===== src/rtl/better_neighbors_in_my_cluster_if.sv =====
// Shared-memory port of the better-neighbors stage: byte address, write strobe,
// write data and registered read data (one cycle after the address is presented).
interface better_neighbors_in_my_cluster_if #(
  parameter int WORD_WIDTH = 16
);
  logic [WORD_WIDTH-1:0] mem_addr;
  logic                  mem_wr_en;
  logic [WORD_WIDTH-1:0] mem_wdata;
  logic [WORD_WIDTH-1:0] mem_rdata;

  modport master (
    output mem_addr,
    output mem_wr_en,
    output mem_wdata,
    input  mem_rdata
  );

  modport slave (
    input  mem_addr,
    input  mem_wr_en,
    input  mem_wdata,
    output mem_rdata
  );
endinterface


===== src/rtl/better_neighbors_in_my_cluster.sv =====
// Scans the neighbor table, records in-cluster neighbors that beat my_best,
// tracks the best in-cluster neighbor and writes the better list and its count back.
module better_neighbors_in_my_cluster #(
  parameter int WORD_WIDTH    = 16,
  parameter int MAX_NEIGHBORS = 64,
  parameter int MAX_BETTER    = 16
) (
  input  logic                  clock,
  input  logic                  nrst,
  input  logic                  start,
  better_neighbors_in_my_cluster_if.master mem,
  input  logic [WORD_WIDTH-1:0] my_cluster_id,
  input  logic [WORD_WIDTH-1:0] my_best,
  output logic [WORD_WIDTH-1:0] best_hop,
  output logic [WORD_WIDTH-1:0] best_value,
  output logic [WORD_WIDTH-1:0] best_neighbor_id,
  output logic [WORD_WIDTH-1:0] next_sinks,
  output logic                  done
);
  localparam int IDX_W = $clog2(MAX_NEIGHBORS) + 1;
  localparam int K_W   = $clog2(MAX_BETTER) + 1;
  localparam logic [WORD_WIDTH-1:0] ADDR_ID     = WORD_WIDTH'(16'h0048);
  localparam logic [WORD_WIDTH-1:0] ADDR_CLUS   = WORD_WIDTH'(16'h00C8);
  localparam logic [WORD_WIDTH-1:0] ADDR_Q      = WORD_WIDTH'(16'h01C8);
  localparam logic [WORD_WIDTH-1:0] ADDR_SINK   = WORD_WIDTH'(16'h0248);
  localparam logic [WORD_WIDTH-1:0] ADDR_BETTER = WORD_WIDTH'(16'h0668);
  localparam logic [WORD_WIDTH-1:0] ADDR_CNT    = WORD_WIDTH'(16'h068A);
  localparam logic [WORD_WIDTH-1:0] ADDR_BCNT   = WORD_WIDTH'(16'h068C);

  typedef enum logic [3:0] {
    IDLE, RD_CNT, RD_CLUS, RD_Q, RD_ID, EVAL, WR_BETTER, NEXT, RD_SINK, WR_CNT, DONE
  } state_t;

  state_t                state_q, state_d;
  logic                  phase_q, phase_d;
  logic [IDX_W-1:0]      idx_q, idx_d;
  logic [IDX_W-1:0]      n_q, n_d;
  logic [K_W-1:0]        k_q, k_d;
  logic [WORD_WIDTH-1:0] best_hop_q, best_hop_d;
  logic [WORD_WIDTH-1:0] best_value_q, best_value_d;
  logic [WORD_WIDTH-1:0] best_id_q, best_id_d;
  logic [WORD_WIDTH-1:0] next_sinks_q, next_sinks_d;
  logic [WORD_WIDTH-1:0] q_q, q_d;
  logic [WORD_WIDTH-1:0] id_q, id_d;
  logic                  done_q, done_d;

  logic [IDX_W-1:0] n_clamp;
  logic [IDX_W-1:0] idx_next;

  assign n_clamp  = (mem.mem_rdata > WORD_WIDTH'(MAX_NEIGHBORS)) ?
                    IDX_W'(MAX_NEIGHBORS) : mem.mem_rdata[IDX_W-1:0];
  assign idx_next = idx_q + IDX_W'(1);

  always_ff @(posedge clock or negedge nrst) begin
    if (!nrst) begin
      state_q      <= IDLE;
      phase_q      <= 1'b0;
      idx_q        <= '0;
      n_q          <= '0;
      k_q          <= '0;
      best_hop_q   <= '1;
      best_value_q <= '1;
      best_id_q    <= '1;
      next_sinks_q <= '0;
      q_q          <= '0;
      id_q         <= '0;
      done_q       <= 1'b0;
    end else begin
      state_q      <= state_d;
      phase_q      <= phase_d;
      idx_q        <= idx_d;
      n_q          <= n_d;
      k_q          <= k_d;
      best_hop_q   <= best_hop_d;
      best_value_q <= best_value_d;
      best_id_q    <= best_id_d;
      next_sinks_q <= next_sinks_d;
      q_q          <= q_d;
      id_q         <= id_d;
      done_q       <= done_d;
    end
  end

  // Every read state spends two cycles: phase 0 presents the address, phase 1 samples the data.
  always_comb begin
    state_d      = state_q;
    phase_d      = phase_q;
    idx_d        = idx_q;
    n_d          = n_q;
    k_d          = k_q;
    best_hop_d   = best_hop_q;
    best_value_d = best_value_q;
    best_id_d    = best_id_q;
    next_sinks_d = next_sinks_q;
    q_d          = q_q;
    id_d         = id_q;
    done_d       = done_q;
    case (state_q)
      IDLE: begin
        if (start && !done_q) begin
          state_d = RD_CNT;
          phase_d = 1'b0;
        end
      end
      RD_CNT: begin
        phase_d = !phase_q;
        if (phase_q) begin
          n_d     = n_clamp;
          idx_d   = '0;
          state_d = (n_clamp == '0) ? WR_CNT : RD_CLUS;
        end
      end
      RD_CLUS: begin
        phase_d = !phase_q;
        if (phase_q) state_d = (mem.mem_rdata == my_cluster_id) ? RD_Q : NEXT;
      end
      RD_Q: begin
        phase_d = !phase_q;
        if (phase_q) begin
          q_d     = mem.mem_rdata;
          state_d = RD_ID;
        end
      end
      RD_ID: begin
        phase_d = !phase_q;
        if (phase_q) begin
          id_d    = mem.mem_rdata;
          state_d = EVAL;
        end
      end
      EVAL: begin
        if (q_q < best_value_q) begin
          best_hop_d   = WORD_WIDTH'(idx_q);
          best_value_d = q_q;
          best_id_d    = id_q;
        end
        state_d = (q_q < my_best && k_q < K_W'(MAX_BETTER)) ? WR_BETTER : NEXT;
      end
      WR_BETTER: begin
        k_d     = k_q + K_W'(1);
        state_d = NEXT;
      end
      NEXT: begin
        if (idx_next < n_q) begin
          idx_d   = idx_next;
          state_d = RD_CLUS;
        end else begin
          state_d = (best_hop_q != '1) ? RD_SINK : WR_CNT;
        end
      end
      RD_SINK: begin
        phase_d = !phase_q;
        if (phase_q) begin
          next_sinks_d = mem.mem_rdata;
          state_d      = WR_CNT;
        end
      end
      WR_CNT: begin
        state_d = DONE;
        done_d  = 1'b1;
      end
      DONE:    state_d = DONE;
      default: state_d = IDLE;
    endcase
  end

  // Memory address and write strobe follow directly from the registered state.
  always_comb begin
    mem.mem_addr  = '0;
    mem.mem_wr_en = 1'b0;
    mem.mem_wdata = '0;
    case (state_q)
      RD_CNT:  mem.mem_addr = ADDR_CNT;
      RD_CLUS: mem.mem_addr = ADDR_CLUS + WORD_WIDTH'({idx_q, 1'b0});
      RD_Q:    mem.mem_addr = ADDR_Q + WORD_WIDTH'({idx_q, 1'b0});
      RD_ID:   mem.mem_addr = ADDR_ID + WORD_WIDTH'({idx_q, 1'b0});
      RD_SINK: mem.mem_addr = ADDR_SINK + {best_hop_q[WORD_WIDTH-5:0], 4'b0000};
      WR_BETTER: begin
        mem.mem_addr  = ADDR_BETTER + WORD_WIDTH'({k_q, 1'b0});
        mem.mem_wr_en = 1'b1;
        mem.mem_wdata = id_q;
      end
      WR_CNT: begin
        mem.mem_addr  = ADDR_BCNT;
        mem.mem_wr_en = 1'b1;
        mem.mem_wdata = WORD_WIDTH'(k_q);
      end
      default: ;
    endcase
  end

  assign best_hop         = best_hop_q;
  assign best_value       = best_value_q;
  assign best_neighbor_id = best_id_q;
  assign next_sinks       = next_sinks_q;
  assign done             = done_q;
endmodule


===== src/flat_wrapper.sv =====
// flat-port wrapper written by rule: the top's interface ports become plain ports
module better_neighbors_in_my_cluster_flat 
#(
  parameter int WORD_WIDTH    = 16,
  parameter int MAX_NEIGHBORS = 64,
  parameter int MAX_BETTER    = 16
)
  (clock, nrst, start, my_cluster_id, my_best, best_hop, best_value, best_neighbor_id, next_sinks, done, mem_mem_addr, mem_mem_wr_en, mem_mem_wdata, mem_mem_rdata);
  better_neighbors_in_my_cluster_if #(.WORD_WIDTH(WORD_WIDTH)) mem_i ();
  input  logic clock;
  input  logic nrst;
  input  logic start;
  input  logic [WORD_WIDTH-1:0] my_cluster_id;
  input  logic [WORD_WIDTH-1:0] my_best;
  output logic [WORD_WIDTH-1:0] best_hop;
  output logic [WORD_WIDTH-1:0] best_value;
  output logic [WORD_WIDTH-1:0] best_neighbor_id;
  output logic [WORD_WIDTH-1:0] next_sinks;
  output logic done;
  output wire logic [$bits(mem_i.mem_addr)-1:0] mem_mem_addr;
  output wire logic [$bits(mem_i.mem_wr_en)-1:0] mem_mem_wr_en;
  output wire logic [$bits(mem_i.mem_wdata)-1:0] mem_mem_wdata;
  input wire logic [$bits(mem_i.mem_rdata)-1:0] mem_mem_rdata;
  assign mem_mem_addr = mem_i.mem_addr;
  assign mem_mem_wr_en = mem_i.mem_wr_en;
  assign mem_mem_wdata = mem_i.mem_wdata;
  assign mem_i.mem_rdata = mem_mem_rdata;
  better_neighbors_in_my_cluster #(.WORD_WIDTH(WORD_WIDTH), .MAX_NEIGHBORS(MAX_NEIGHBORS), .MAX_BETTER(MAX_BETTER)) u_core (.clock(clock), .nrst(nrst), .start(start), .mem(mem_i), .my_cluster_id(my_cluster_id), .my_best(my_best), .best_hop(best_hop), .best_value(best_value), .best_neighbor_id(best_neighbor_id), .next_sinks(next_sinks), .done(done));
endmodule

===== config.mk =====
export PLATFORM = sky130hd
export DESIGN_NAME = better_neighbors_in_my_cluster_flat
export DESIGN_NICKNAME = d
export VERILOG_FILES = /design/src/rtl/better_neighbors_in_my_cluster_if.sv /design/src/rtl/better_neighbors_in_my_cluster.sv /design/src/flat_wrapper.sv
export SDC_FILE = /design/constraint.sdc
export NUM_CORES = 1
export LEC_CHECK = 0
export CAP_MARGIN = 10
export CORE_ASPECT_RATIO = 0.6
export CORE_MARGIN = 5
export CORE_UTILIZATION = 51
export DETAILED_ROUTE_END_ITERATION = 8
export PLACE_DENSITY = 0.78
export SLEW_MARGIN = 0
export SYNTH_ARGS = -nofsm -noshare
export SYNTH_HDL_FRONTEND = slang
export SYNTH_SLANG_ARGS = --single-unit

===== constraint.sdc =====
create_clock -name clock -period 2.6 [get_ports clock]
set_input_delay 0.78 -clock clock [delete_from_list [all_inputs] [get_ports clock]]
set_output_delay 0.78 -clock clock [all_outputs]
set_load 0.005 [all_outputs]

==> results of run 1 <==
[stage by stage]
step           cell area (um2)  setup slack (ns)
2_1_floorplan             6690             0.235
3_5_place_dp              8810            -0.306
4_1_cts                   9830            -0.114
6_report                  9970            -0.173
5_1_grt                   9970            -0.221
3_3_place_gp              8810            -0.180
[worst max-delay path, delay by kind of cell, from the launching register on]
family	cells	cell delay (ns)
flops	1	0.45
mux	1	0.27
simple gates	2	0.19
compound gates	2	0.23
buf+inv	3	0.44
[cells in the mapped netlist (17+ instances only)]
cell	count	area [um2]
dfrtp_1	73	1830
inv_1	44	165
mux2_2	44	495
ha_1	43	538
dfstp_2	40	1050
mux2_4	39	586
nand2_1	31	116
o21ai_0	24	120
a21oi_1	22	110
nor2_1	19	71.3
nand3_1	17	85.1
xor2_1	17	149
[cell families (layout without fill, tap and decap cells)]
kind of cell	Yosys count	count (layout)	share of synthesized area
buffers and inverters	79	344	0.0568
flip-flops	113	113	0.430
adder cells (fa/ha/maj)	43	43	0.0804
XOR/XNOR	33	33	0.0432
multiplexers	92	92	0.176
other	1	1	0.000560
AO/OA/AOI/OAI	94	94	0.0974
AND/OR/NAND/NOR	143	143	0.116
[layer usage]
metal	track usage	vias to the layer above
li1	-	2612
met1	0.410	2948
met2	0.422	297
met3	0.0882	55
met4	0.0727	0
met5	0	-
[final cells by class]
type,count,share of cell area
Clock buffer,17,0.0427
Clock inverter,15,0.0135
Inverter,45,0.0174
Multi-Input combinational cell,406,0.375
Sequential cell,113,0.289
Tap cell,170,0.0213
Timing Repair Buffer,267,0.241
[power breakdown]
part           switching (mW)  internal [mW]
clock network           0.932           1.32
registers               0.727           2.60
logic                    2.42           3.23
total                    4.08           7.16
[worst max-delay path by stage]
stage                              endpoint  slack [ns]  cells past startpoint               from
after floorplan             mem_mem_addr[7]        0.23                      7  u_core.state_q[1]
after global placement    u_core.state_q[0]       -0.18                      8        my_best[10]
final                       mem_mem_addr[7]       -0.17                      8  u_core.state_q[0]
after CTS                   mem_mem_addr[7]       -0.11                      7  u_core.state_q[3]
after global routing        mem_mem_addr[7]       -0.22                      7  u_core.state_q[2]
after detailed placement  u_core.state_q[0]       -0.31                      8        my_best[10]
[state kept, by name, summed over array words and instances (netlist names)]
signal                   cells
u_core.best_hop              8
u_core.best_neighbor_id     16
u_core.best_value           16
u_core.done                  1
u_core.id_q                 16
u_core.idx_q                 7
u_core.k_q                   5
u_core.n_q                   7
u_core.next_sinks           16
u_core.phase_q               1
u_core.q_q                  16
u_core.state_q               4
[repair_timing]
item,4_1_cts,5_1_grt
buffers inserted,29,10
hold buffers,0,0
gates cloned,2,1
pin swaps,23,17
setup endpoints to repair,32,38
endpoints found under the hold margin,0,0
resized for setup,193,38
==> flow_summary.yaml, run 1 <==
floorplanning:
  core_area_um2: 12900
  pin_count: 149
  fp.dieH_um: 98.7
  rows: 32
  die_x_um: 158
  start_util: 0.521
  die_area_um2: 15600
power_and_ir_drop:
  power_mw: 11.2
  vdd_drop_max_uv: 510
  p_leak_nw: 4.60
  power.density_nw_per_um2: 1130
routing:
  vias_per_cell: 5.72
  num_vias: 5912
  wl_met1_mm: 10.1
  wl_met2_mm: 9.95
  wl_per_cell_um: 21.9
  top_layer: "met4"
  dr.pass1.iters: 5
  ant_nets: 0
  drtIter0Drc: 493
  route.detailed.drc: 0
  routed_wirelength_mm: 22.6
  dr_wl_met3_mm: 2.07
setup_path:
  path_max_fanout: 5
  slowest_delay_ns: 0.45
  end_kind: "primary output"
  slowest_stage: "dfrtp_2"
  path_cells: "buf_6 -> buf_4 -> nor2_4 -> nand2_2 -> a2bb2oi_2 -> mux2_4 -> o221ai_2 -> buf_2"
  rr_endpoint: "u_core.idx_q[2]"
  critical_path_required_ns: 1.82
  r2r_slack_ns: -0.04
  r2r-start: "u_core.idx_q[3]"
  arrival_ns: 1.99
  critPathKind: "reg2out"
  cp-start-kind: "flip-flop"
  r2r.worst_path.cells: 11
grt:
  antenna_found_initial: 0
  grt_overflow_total: 0
  grt_usage: 0.286
  grt_pass1_vias: 6200
  grt_pass1_wl_mm: 34.5
  grt_max_degree: 47
run_status:
  status: "finished, violations left"
  violations: "negative setup slack"
sta:
  drv_slew: 0
  skew_ns: 0.0158
  rsz0062_at_grt: "yes"
  setup_ws_ns: -0.173
  final.setup.tns_ns: -1.23
  hold_viol: 0
  fin_crit_sh: 1.07
  setup_viol: 20
  whs_ns: 0.348
  worst_slew_pin_slew_ns: 0.525
  fin_crit_ns: 2.77
  relSlewSlack: 0.641
  max_clock_freq_ghz: 0.361
synthesis:
  ys_ff_latch: 113
  synth_edf_count: 0
  yosysUniqueCellTypes: 66
  synth_area_um2: 6690
  avgSynthCellArea_um2: 11.2
  ys_seq_area_frac: 0.430
  synth_ff_type: "dfrtp_1"
  ys_warn_count: 0
  syn_inst: 598
  ys_async_sr_fraction: 1.00
  synth_fp_nets: 692
cts:
  cts_sinks: 113
  cts_tree: "built"
  clk_latency_ns: 0.42
  clockBufferDepth: 2
  cts_htree_levels: 4
  numCtsBuffers: 17
  clkTransAtPathRegs_ns: 0.06
  clock-root-buffer: "clkbuf_16"
finish:
  instances_no_fill: 1033
  layout_commonest_cell: "clkdlybuf4s50_1"
  regArea_um2: 2880
  syn_to_final_growth_pct: 49.0
  diodes: 0
  final_util: 0.776
  final_cell_mix: "clkdlybuf4s50_1 (114), buf_4 (97), dfrtp_1 (71), inv_1 (43), mux2_2 (43)"
  fill_cells: 775
  multi_input_area_um2: 3740
  nNetsFinal: 944
  drive_above_1_share: 0.440
place:
  gp_congestion: 0.908
  portBuffers: 147
  hpwl_mm: 15.3
  dp_cells: 961
run:
  drv_cap: 0
hold_path:
  min_path_type: "in2async"
No activity file was read; power rests on OpenSTA's default activity.
==> inputs of run 2 (changes only) <==
--- a/config.mk
+++ b/config.mk
@@ -11,6 +11,7 @@
 export CORE_UTILIZATION = 51
 export DETAILED_ROUTE_END_ITERATION = 8
 export PLACE_DENSITY = 0.78
+export SETUP_SLACK_MARGIN = 0.02
 export SLEW_MARGIN = 0
 export SYNTH_ARGS = -nofsm -noshare
 export SYNTH_HDL_FRONTEND = slang
==> run 2 against run 1 <==
- the run still ends with negative setup slack left
- final cell count unchanged
- sequential share of layout area about the same
- core utilization shrank 0.078 points
- sequential cell count unchanged
- total power is 0.18% lower
- critical path type unchanged
- critical endpoint unchanged
- largest cell class unchanged
==> flow_summary.yaml, run 2 (synthesis results as in run 1) <==
routing:
  dr_wl_met3_mm: 2.11
  dr.pass1.iters: 6
  drtIter0Drc: 401
  top_layer: "met4"
  wl_per_cell_um: 21.7
  ant_nets: 0
  wl_met1_mm: 9.94
  vias_per_cell: 5.70
  wl_met2_mm: 9.91
  routed_wirelength_mm: 22.4
  route.detailed.drc: 0
  num_vias: 5891
setup_path:
  critical_path_required_ns: 1.82
  slowest_delay_ns: 0.45
  cp-start-kind: "flip-flop"
  r2r_slack_ns: 0
  rr_endpoint: "u_core.idx_q[2]"
  path_max_fanout: 5
  end_kind: "primary output"
  crit_buf_inv: 3
  slowest_stage: "dfrtp_2"
  cp_top_family: "flip-flops"
  critPathKind: "reg2out"
  arrival_ns: 1.99
  path_cells: "buf_6 -> buf_4 -> nor2_4 -> nand2_2 -> a2bb2oi_2 -> mux2_4 -> o221ai_2 -> buf_2"
  r2r-start: "u_core.idx_q[3]"
  r2r.worst_path.cells: 11
grt:
  grt_max_degree: 47
  antenna_found_initial: 0
  grt_usage: 0.286
  grt_overflow_total: 0
  grt_pass1_vias: 6205
  grt_pass1_wl_mm: 34.5
sta:
  max_clock_freq_ghz: 0.361
  relSlewSlack: 0.638
  rsz0062_at_grt: "yes"
  setup_viol: 20
  fin_crit_sh: 1.07
  worst_slew_pin_slew_ns: 0.529
  fin_crit_ns: 2.77
  skew_ns: 0.0134
  drv_slew: 0
  hold_viol: 0
  setup_ws_ns: -0.172
finish:
  layout_commonest_cell: "clkdlybuf4s50_1"
  diodes: 0
  syn_to_final_growth_pct: 48.8
  final_cell_mix: "clkdlybuf4s50_1 (114), buf_4 (98), dfrtp_1 (71), inv_1 (43), mux2_2 (43)"
  nNetsFinal: 944
  drive_above_1_share: 0.440
place:
  portBuffers: 147
  hpwl_mm: 15.3
  detailedPlace.worstSlack_ns: -0.306
  gp_congestion: 0.908
cts:
  clkTransAtPathRegs_ns: 0.06
  clock-root-buffer: "clkbuf_16"
  cts_sinks: 113
  cts_htree_levels: 4
  clk_latency_ns: 0.42
  clockBufferDepth: 2
  numCtsBuffers: 17
  hold_buffers: 0
  cts_tree: "built"
run_status:
  status: "finished, violations left"
  violations: "negative setup slack"
floorplanning:
  start_util: 0.521
  die_x_um: 158
  fp.dieH_um: 98.7
  die_area_um2: 15600
  pin_count: 149
  rows: 32
  core_area_um2: 12900
power_and_ir_drop:
  p_leak_nw: 4.60
  power.density_nw_per_um2: 1130
  vdd_drop_max_uv: 512
  power_mw: 11.2
hold_path:
  min_path_type: "in2async"
run:
  drv_cap: 0
run 2: timing repair:
action | CTS | global route
setup endpoints to repair | 32 | 41
resized for setup | 197 | 35
buffers inserted | 29 | 10
gates cloned | 2 | 1
pin swaps | 24 | 17
run 2: routing by layer:
layer,up-vias,GRT usage
met3,49,0.0882
met2,296,0.423
met1,2933,0.410
met5,-,0
li1,2613,-
met4,0,0.0727
run 2: power breakdown:
part	total [mW]	switching, mW	internal [mW]
logic	5.64	2.43	3.22
clock network	2.24	0.923	1.32
registers	3.33	0.728	2.60
total	11.2	4.08	7.14
run 2: worst reg2reg max path: stages (launching register included):
cell and delay, ns:
dfrtp_1 0.39, buf_4 0.12, buf_4 0.14, nand3_1 0.14, nor2_2 0.16, xor2_2 0.21, ha_1 0.26, o21ai_1 0.10
o211ai_1 0.14, a211o_1 0.34, or3b_1 0.41, nand3_1 0.12
run 2: stage by stage:
step	TNS (ns)	cell area [um2]	utilization	cells	hold slack, ns
floorplan	0	6690	-	598	0.465
global placement	-1.59	8810	0.685	961	0.476
detailed placement	-2.41	8810	0.685	961	0.482
CTS	-0.389	9820	0.764	1024	0.362
global route	-2.49	9960	0.775	1033	0.385
finish	-1.22	9960	0.775	1033	0.347
run 2: worst max-delay path by stage:
| stage | from | endpoint | slack [ns] | cells after the start |
|---|---|---|---|---|
| floorplan | u_core.state_q[1] | mem_mem_addr[7] | 0.23 | 7 |
| global placement | my_best[10] | u_core.state_q[0] | -0.18 | 8 |
| detailed placement | my_best[10] | u_core.state_q[0] | -0.31 | 8 |
| CTS | u_core.state_q[3] | mem_mem_addr[7] | -0.11 | 7 |
| global route | u_core.state_q[2] | mem_mem_addr[7] | -0.22 | 7 |
| finish | u_core.state_q[0] | mem_mem_addr[7] | -0.17 | 8 |
run 2: area by class of cell:
class	count	area, um2
multi-input cells	406	3740
fillers	769	2890
flip-flops and latches	113	2880
repair buffers	267	2390
clock buffers	17	425
well taps	170	213
inverters	45	176
clock inverters	15	135
==> inputs of run 3 (changes only) <==
--- a/config.mk
+++ b/config.mk
@@ -10,6 +10,7 @@
 export CORE_MARGIN = 5
 export CORE_UTILIZATION = 51
 export DETAILED_ROUTE_END_ITERATION = 8
+export GPL_TIMING_DRIVEN = 1
 export PLACE_DENSITY = 0.78
 export SETUP_SLACK_MARGIN = 0.02
 export SLEW_MARGIN = 0
==> results of run 3 <==
Final layout, timing and power as in run 2 (identical DEF).
